--- src/rtl/ysyx_23060061_lsu.sv ---
// Multi-cycle load/store unit: valid/ready core request, handshaked memory bus, byte-lane steering.
// Optional feature macro: MISALIGN_TRAP_EN (trap misaligned accesses instead of force-aligning them).
//
// state  | meaning
// IDLE   | ready for a core request
// REQ    | memory request presented, waiting for mem_ready
// WAIT_R | load issued, waiting for mem_rvalid
// RESP   | one-cycle response pulse
module ysyx_23060061_lsu #(
  parameter int DATA_W = 32,
  parameter int ADDR_W = 32
) (
  input  logic                clk,
  input  logic                rst,
  input  logic                req_valid,
  output logic                req_ready,
  input  logic                req_we,
  input  logic [1:0]          req_size,
  input  logic                req_unsigned,
  input  logic [ADDR_W-1:0]   req_addr,
  input  logic [DATA_W-1:0]   req_wdata,
  output logic                rsp_valid,
  output logic [DATA_W-1:0]   rsp_rdata,
  output logic                rsp_err,
  output logic                mem_valid,
  input  logic                mem_ready,
  output logic                mem_we,
  output logic [ADDR_W-1:0]   mem_addr,
  output logic [DATA_W-1:0]   mem_wdata,
  output logic [DATA_W/8-1:0] mem_wmask,
  input  logic                mem_rvalid,
  input  logic [DATA_W-1:0]   mem_rdata
);

  localparam int NB    = DATA_W / 8;
  localparam int OFF_W = $clog2(NB);

  typedef enum logic [1:0] {IDLE, REQ, WAIT_R, RESP} state_t;

  state_t           state;
  logic [1:0]       size_q;
  logic             uns_q;
  logic [OFF_W-1:0] off_q;

  logic [OFF_W-1:0]  in_off;
  logic [OFF_W-1:0]  lsb_mask;
  logic [OFF_W-1:0]  in_off_eff;
  logic [NB-1:0]     size_bytes;
  logic              misaligned;
  logic              illegal;
  logic              in_err;
  logic [NB-1:0]     in_wmask;
  logic [DATA_W-1:0] in_wdata;
  logic [ADDR_W-1:0] in_addr;

  always_comb begin
    in_off = req_addr[OFF_W-1:0];
    case (req_size)
      2'b00:   begin lsb_mask = OFF_W'(3'd0); size_bytes = NB'(8'h01); end
      2'b01:   begin lsb_mask = OFF_W'(3'd1); size_bytes = NB'(8'h03); end
      2'b10:   begin lsb_mask = OFF_W'(3'd3); size_bytes = NB'(8'h0F); end
      default: begin lsb_mask = OFF_W'(3'd7); size_bytes = NB'(8'hFF); end
    endcase
    misaligned = |(in_off & lsb_mask);
    illegal    = (DATA_W == 32) && (req_size == 2'b11);
`ifdef MISALIGN_TRAP_EN
    in_err     = illegal | misaligned;
    in_off_eff = in_off;
`else
    in_err     = illegal;
    in_off_eff = in_off & ~lsb_mask;
`endif
    in_wmask = size_bytes << in_off_eff;
    in_wdata = req_wdata << {in_off_eff, 3'b000};
    in_addr  = {req_addr[ADDR_W-1:OFF_W], {OFF_W{1'b0}}};
  end

  logic [DATA_W-1:0] shifted;
  logic [DATA_W-1:0] load_ext;
  logic [3:0]        nbytes_q;
  logic              top_bit;
  logic              fill;

  // Bytes beyond the access size are filled with the sign (or zero) of the top loaded byte.
  always_comb begin
    shifted  = mem_rdata >> {off_q, 3'b000};
    nbytes_q = 4'd1 << size_q;
    case (size_q)
      2'b00:   top_bit = shifted[7];
      2'b01:   top_bit = shifted[15];
      2'b10:   top_bit = shifted[31];
      default: top_bit = shifted[DATA_W-1];
    endcase
    fill     = top_bit & ~uns_q;
    load_ext = '0;
    for (int b = 0; b < NB; b++) begin
      load_ext[8*b +: 8] = (b < int'(nbytes_q)) ? shifted[8*b +: 8] : {8{fill}};
    end
  end

  always_ff @(posedge clk or negedge rst) begin
    if (!rst) begin
      state     <= IDLE;
      size_q    <= '0;
      uns_q     <= 1'b0;
      off_q     <= '0;
      req_ready <= 1'b1;
      rsp_valid <= 1'b0;
      rsp_rdata <= '0;
      rsp_err   <= 1'b0;
      mem_valid <= 1'b0;
      mem_we    <= 1'b0;
      mem_addr  <= '0;
      mem_wdata <= '0;
      mem_wmask <= '0;
    end else begin
      case (state)
        IDLE: begin
          if (req_valid && req_ready) begin
            size_q    <= req_size;
            uns_q     <= req_unsigned;
            off_q     <= in_off_eff;
            mem_we    <= req_we;
            mem_addr  <= in_addr;
            mem_wdata <= in_wdata;
            mem_wmask <= in_wmask;
            req_ready <= 1'b0;
            if (in_err) begin
              state     <= RESP;
              rsp_valid <= 1'b1;
              rsp_err   <= 1'b1;
              rsp_rdata <= '0;
            end else begin
              state     <= REQ;
              mem_valid <= 1'b1;
            end
          end
        end
        REQ: begin
          if (mem_ready) begin
            mem_valid <= 1'b0;
            if (mem_we) begin
              state     <= RESP;
              rsp_valid <= 1'b1;
              rsp_err   <= 1'b0;
              rsp_rdata <= '0;
            end else begin
              state <= WAIT_R;
            end
          end
        end
        WAIT_R: begin
          if (mem_rvalid) begin
            state     <= RESP;
            rsp_valid <= 1'b1;
            rsp_err   <= 1'b0;
            rsp_rdata <= load_ext;
          end
        end
        RESP: begin
          state     <= IDLE;
          rsp_valid <= 1'b0;
          rsp_err   <= 1'b0;
          req_ready <= 1'b1;
        end
        default: state <= IDLE;
      endcase
    end
  end

endmodule
--- config.mk ---
export PLATFORM = sky130hd
export DESIGN_NAME = ysyx_23060061_lsu
export DESIGN_NICKNAME = d
export VERILOG_FILES = /design/src/rtl/ysyx_23060061_lsu.sv
export SDC_FILE = /design/constraint.sdc
export NUM_CORES = 1
export LEC_CHECK = 0
export CAP_MARGIN = 20
export CORE_MARGIN = 1
export CORE_UTILIZATION = 44
export DETAILED_ROUTE_END_ITERATION = 12
export HOLD_SLACK_MARGIN = 0.06
export PLACE_DENSITY = 0.8
export SYNTH_ARGS = -nofsm -noshare
export SYNTH_HDL_FRONTEND = slang
export SYNTH_SLANG_ARGS = --single-unit
--- constraint.sdc ---
create_clock -name clk -period 2.96 [get_ports clk]
set_clock_uncertainty 0.05 [all_clocks]
set_input_delay 0.444 -clock clk [delete_from_list [all_inputs] [get_ports clk]]
set_output_delay 0.444 -clock clk [all_outputs]
set_load 0.05 [all_outputs]
==> impl_metrics.yaml, run 1 <==
clocking:
  clkSinkCount: 110
  cts_tree: "built"
  cts_hold_buf: 0
  clk_pin_slew_ns: 0.07
  htreeDepth: 3
  cts_setup_buffers: 0
  cts_buffers: 9
  cts_buffer_depth: 2
  cts_root_buffer: "clkbuf_16"
  cts_resized: 0
  clkLatencyLatePin_ns: 0.35
synthesis:
  synth_common_cells: "nand2_1 (147), dfrtp_1 (109), o21ai_0 (38)"
  synth_edf_count: 0
  synth_xor_area_share_pct: 0
  synth-simple-area-share_pct: 15.25
  ys_top_cells_by_area: "dfrtp_1 (50%), nand2_1 (10%), mux2i_1 (4.7%)"
  synth.cell_area_mm2: 0.005488
  yosys.area.top_type_share_pct: 49.70
  synthArstFlopShare_pct: 100.0
  ys_ff_latch: 110
  muxShareOfSynthArea_pct: 11.51
  syn-instance-count: 549
  syn_area_per_cell_um2: 9.996
  post-synth-top-count-cell: "nand2_1"
  synth_top_area_cell: "dfrtp_1"
  synth.distinct_cells: 53
  yosysWarnings: 0
  synth_top_family_by_area: "compound AO/OA/AOI/OAI gates"
  ys_seq_area_share_pct: 50.18
  synth_adder_area_share_pct: 0.9120
  ys.flop_type: "dfrtp_1"
  synth_compound_area_share_pct: 17.49
setup_path:
  r2r_cells: 7
  critPathRequiredTime_ns: 3.14
  critPathMaxFanout: 18
  startpoint_type: "flop"
  cp_data_arrival_time_ns: 2.69
  endpoint_kind: "flop"
  path_class: "reg2reg"
detailed_routing:
  drc: 0
  wl_mm: 16.49
  firstDrtPassIters: 5
  drt-wirelength-per-cell_um: 18.08
  vias_per_cell: 5.485
  drt_iter0_markers: 256
  via_count: 5002
  drtAntennaViolNets: 0
run_status:
  status: "completed"
cells_and_area:
  nNetsFinal: 849
  layout-drive-gt1-share_pct: 10.08
  syn2layout_area_growth_pct: 45.12
  fin_area_mm2: 0.007964
  antennaDiodeCount: 0
global_route:
  grtUsageTotal_pct: 26.44
  first_global_vias: 5076
  overflow: 0
  grt_pass1_wl_mm: 26.37
  grt_max_degree: 76
  antenna_found_initial: 0
floorplanning:
  num_rows: 40
  fp.coreArea_mm2: 0.01206
  start_util_pct: 45.50
  fp.dieW_um: 113.7
  die_area_mm2: 0.01292
  ios: 210
  die_h_um: 113.7
pwr:
  p_clk_share_pct: 40.2
  p_sw_share_pct: 22.40
  p_per_area_mw_per_mm2: 375.0
  power.switching_mw: 0.6690
  worst_ir_drop_vdd_uv: 240.9
  internal_power_mw: 2.317
  power_frac_comb_pct: 9.5
  p_leak_nw: 3.430
  p_seq_share_pct: 50.3
placed_design:
  dp_hpwl_mm: 12.09
  finalWeightedCongestion: 0.9144
  preCtsSetupSlack_ns: 0.1747
  placed_cell_area_mm2: 0.007667
  numPortBuffers: 207
sta:
  setup_tns_ns: 0
  rsz0062_at_grt: "false"
  slew_headroom_pct: 47.48
  fin_crit_ns: 2.519
  final-setup-viol-count: 0
  post-route-period-util_pct: 85.09
  tightest_slew_ns: 0.7878
  fmax_ghz: 0.3970
  setup_slack_ns: 0.4414
  slew_violations: 0
  hold_viol_final: 0
run:
  cap_violations: 0
min_path:
  hp-class: "in2async"
## worst max-delay path, stage by stage, from the launching register on
cell and delay (ns):
dfrtp_1 0.41, inv_1 0.13, ha_1 0.44, nor2_1 0.08, a211o_1 0.40, or2_1 0.43, buf_4 0.30, o2bb2ai_1 0.15
## logic make-up after synthesis
group,count (synthesis)
flops,110
mux,50
buf+inv,50
simple gates,202
fa+ha+maj,4
other cells,1
compound gates,132
## final cells by class
cell class | count | area, um2
clock buffer | 9 | 225.2
multi-input combinational | 390 | 2499
inverter | 6 | 22.52
clock inverter | 6 | 63.81
sequential | 110 | 2754
fill | 946 | 4098
tap | 168 | 210.2
timing repair buffer | 223 | 2190
## per-layer routing
layer  vias to the layer above  routed length, um  GRT usage, %
met4                         0                307         9.123
met1                      2443               6626         33.49
met2                       240               8183         44.47
met5                         -                  0             0
met3                        28               1371         6.270
li1                       2291                  -             -
## flip-flops by register name, indices dropped and copies added, names as in the netlist
signal,cells
mem_wmask,4
mem_we,1
off_q,2
rsp_rdata,32
mem_valid,1
uns_q,1
req_ready,1
size_q,2
rsp_err,1
mem_addr,30
rsp_valid,1
state,2
mem_wdata,32
## worst paths after layout
check                             start            end  slack (ns)
max                            state[0]  rsp_rdata[16]        0.44
min                                 rst   mem_addr[27]         0.1
max reg2reg                    state[0]  rsp_rdata[16]        0.44
min reg2reg                mem_addr[13]   mem_addr[13]        0.43
max in group asynchronous           rst   mem_addr[29]        1.88
min in group clk           mem_addr[13]   mem_addr[13]        0.43
## metrics by stage
stage	instances	total power, mW	hold WS (ns)	utilization, %
final	912	2.986	0.09933	66.03
after global routing	912	3.087	0.1559	66.03
after CTS	911	3.014	0.1203	65.96
after detailed placement	896	1.815	0.4108	63.57
after global placement	896	1.808	0.4100	63.57
after floorplan	550	1.610	0.09841	-
## layout by cell type (no fill, tap or decap), drive strengths merged, types with 2 or more instances in the layout
master         count
a21oi             22
a221oi             9
a22o              15
a22oi              8
a31oi              4
and2               2
buf               17
clkbuf             9
clkdlybuf4s50    206
clkinv             3
clkinvlp           2
conb               2
dfrtp            109
ha                 4
inv                6
mux2              15
mux2i             26
mux4               9
nand2            148
nand2b             3
nand3              2
nor2              29
nor2b              5
nor3               2
o211ai             7
o21ai             39
o2bb2ai           17
or2                3
or3                2
or3b               2
## power groups by stage
stage | Combinational (mW) | Clock (mW) | Sequential [mW]
after floorplan | 0.0780 | 0 | 1.53
after global placement | 0.277 | 0 | 1.53
after detailed placement | 0.284 | 0 | 1.53
after CTS | 0.285 | 1.23 | 1.50
after global routing | 0.305 | 1.28 | 1.50
final | 0.285 | 1.20 | 1.50
Note: power is estimated with default switching activity, not from simulation.
==> inputs of run 2 (changes only) <==
--- a/config.mk
+++ b/config.mk
@@ -10,7 +10,7 @@
 export CORE_UTILIZATION = 44
 export DETAILED_ROUTE_END_ITERATION = 12
 export HOLD_SLACK_MARGIN = 0.06
-export PLACE_DENSITY = 0.8
+export PLACE_DENSITY = 0.88
 export SYNTH_ARGS = -nofsm -noshare
 export SYNTH_HDL_FRONTEND = slang
 export SYNTH_SLANG_ARGS = --single-unit
==> impl_metrics.yaml, run 2 (synthesis gave the netlist of run 1 again) <==
setup_path:
  r2r_cells: 7
  endpoint_kind: "flop"
  critPathSlowestCell: "ha_1"
  critPathRequiredTime_ns: 3.18
  r2r_end: "rsp_rdata[16]"
  critPathMaxFanout: 17
  path_buf_inv: 2
  critical_path.cell_chain: "inv_1 -> ha_1 -> a21boi_0 -> or3b_1 -> or2_1 -> buf_4 -> o2bb2ai_1"
  rr_startpoint: "state[1]"
  startpoint_type: "flop"
  cp_slowest_stage_delay_ns: 0.43
  r2r_slack_ns: 0.34
  path_class: "reg2reg"
  critPathTopFamily: "simple AND/OR/NAND/NOR gates"
  cp_data_arrival_time_ns: 2.84
pwr:
  p_clk_share_pct: 39.5
  power_frac_comb_pct: 9.8
  p_per_area_mw_per_mm2: 370.9
  p_sw_share_pct: 23.24
  power.switching_mw: 0.6877
  p_leak_nw: 3.438
  worst_ir_drop_vdd_uv: 213.7
  p_seq_share_pct: 50.7
  p_total_mw: 2.959
  internal_power_mw: 2.271
detailed_routing:
  drc: 0
  via_count: 4939
  vias_per_cell: 5.410
  wl_mm: 16.10
  firstDrtPassIters: 4
  drtAntennaViolNets: 0
  drt-wirelength-per-cell_um: 17.64
  drt_iter0_markers: 289
clocking:
  cts_setup_buffers: 0
  clkSinkCount: 110
  cts_resized: 0
  htreeDepth: 3
  clkLatencyLatePin_ns: 0.35
  clk_pin_slew_ns: 0.08
  cts_tree: "built"
  cts_root_buffer: "clkbuf_16"
  cts_buffer_depth: 2
  cts_buffers: 9
sta:
  rsz0062_at_grt: "false"
  tightest_slew_ns: 0.9939
  setup_tns_ns: 0
  worst_hold_slack_ns: 0.4233
  fmax_ghz: 0.3816
  slew_headroom_pct: 33.29
  slew_violations: 0
  hold_viol_final: 0
  post-route-period-util_pct: 88.53
  fin_crit_ns: 2.620
  setup_slack_ns: 0.3396
  final-setup-viol-count: 0
global_route:
  first_global_vias: 5090
  grt_pass1_wl_mm: 25.91
  antenna_found_initial: 0
  overflow: 0
  grtUsageTotal_pct: 25.71
  grt_max_degree: 77
placed_design:
  placed_cell_area_mm2: 0.007687
  preCtsSetupSlack_ns: 0.2387
  finalWeightedCongestion: 0.8875
  dp_hpwl_mm: 12.08
  numPortBuffers: 207
  place_inst: 897
cells_and_area:
  final_cells: 913
  multi_input_area_mm2: 0.002499
  syn2layout_area_growth_pct: 45.39
  mostFrequentLayoutCell: "clkdlybuf4s50_1"
  seq_area_mm2: 0.002754
  most-common-layout-cells: "clkdlybuf4s50_1 (206), nand2_1 (147), dfrtp_1 (109), o21ai_0 (38), nor2_1 (28)"
  fin_area_mm2: 0.007979
  fill_cells: 926
  antennaDiodeCount: 0
  finalCoreUtilization_pct: 66.15
  layout-drive-gt1-share_pct: 10.07
  nNetsFinal: 850
  reg_top3: "mem_wdata: 32 flops, rsp_rdata: 32 flops, mem_addr: 30 flops"
floorplanning:
  start_util_pct: 45.50
  die_area_mm2: 0.01292
  die_h_um: 113.7
  num_rows: 40
  fp.dieW_um: 113.7
  ios: 210
  fp.coreArea_mm2: 0.01206
run:
  cap_violations: 0
min_path:
  hp-class: "in2async"
run_status:
  status: "completed"
-- run 2: cell count changes in the layout (fill, tap and decap cells not counted), sizes merged --
| cell | before | now |
|---|---|---|
| inv | 6 | 9 |
| clkinv | 3 | 1 |
| bufinv | 1 | 0 |
| clkbuf | 9 | 10 |
| clkinvlp | 2 | 1 |
| dlygate4sd3 | 0 | 1 |
-- run 2: layer usage --
layer,global-route usage [%],vias to the layer above,part of all wire [%]
li1,-,2293,-
met1,31.30,2395,40
met2,44.76,216,50
met3,5.845,35,7.4
met4,9.211,0,2.3
met5,0,-,0
-- run 2: area by class of cell --
| cell class | instances | area share [%] |
|---|---|---|
| inverters | 6 | 0.2823 |
| clock inverters | 5 | 0.5332 |
| multi-input cells | 390 | 31.32 |
| repair buffers | 224 | 27.72 |
| clock buffers | 10 | 2.995 |
| flip-flops and latches | 110 | 34.51 |
| well taps | 168 | 2.634 |
-- run 2: worst max path at each step --
stage	from	end	slack [ns]	cells past startpoint
6_report	state[1]	rsp_rdata[16]	0.34	7
5_1_grt	state[0]	rsp_rdata[19]	0.15	7
4_1_cts	state[1]	rsp_rdata[16]	0.34	7
3_5_place_dp	req_size[0]	rsp_rdata[16]	0.24	6
3_3_place_gp	req_size[0]	rsp_rdata[19]	0.38	6
2_1_floorplan	req_ready	rsp_rdata[14]	0.70	7
-- run 2: what timing repair did --
item / in CTS / in global routing
hold endpoints to repair: 7 / 0
endpoints found under the setup margin: 0 / 0
hold buffers: 1 / 0
-- run 2: power groups by stage --
stage                     clock [mW]  combinational [mW]  sequential, mW
after floorplan                    0              0.0780            1.53
after global placement             0               0.277            1.53
after detailed placement           0               0.284            1.53
after CTS                       1.18               0.288            1.50
after global routing            1.26               0.306            1.50
final                           1.17               0.289            1.50
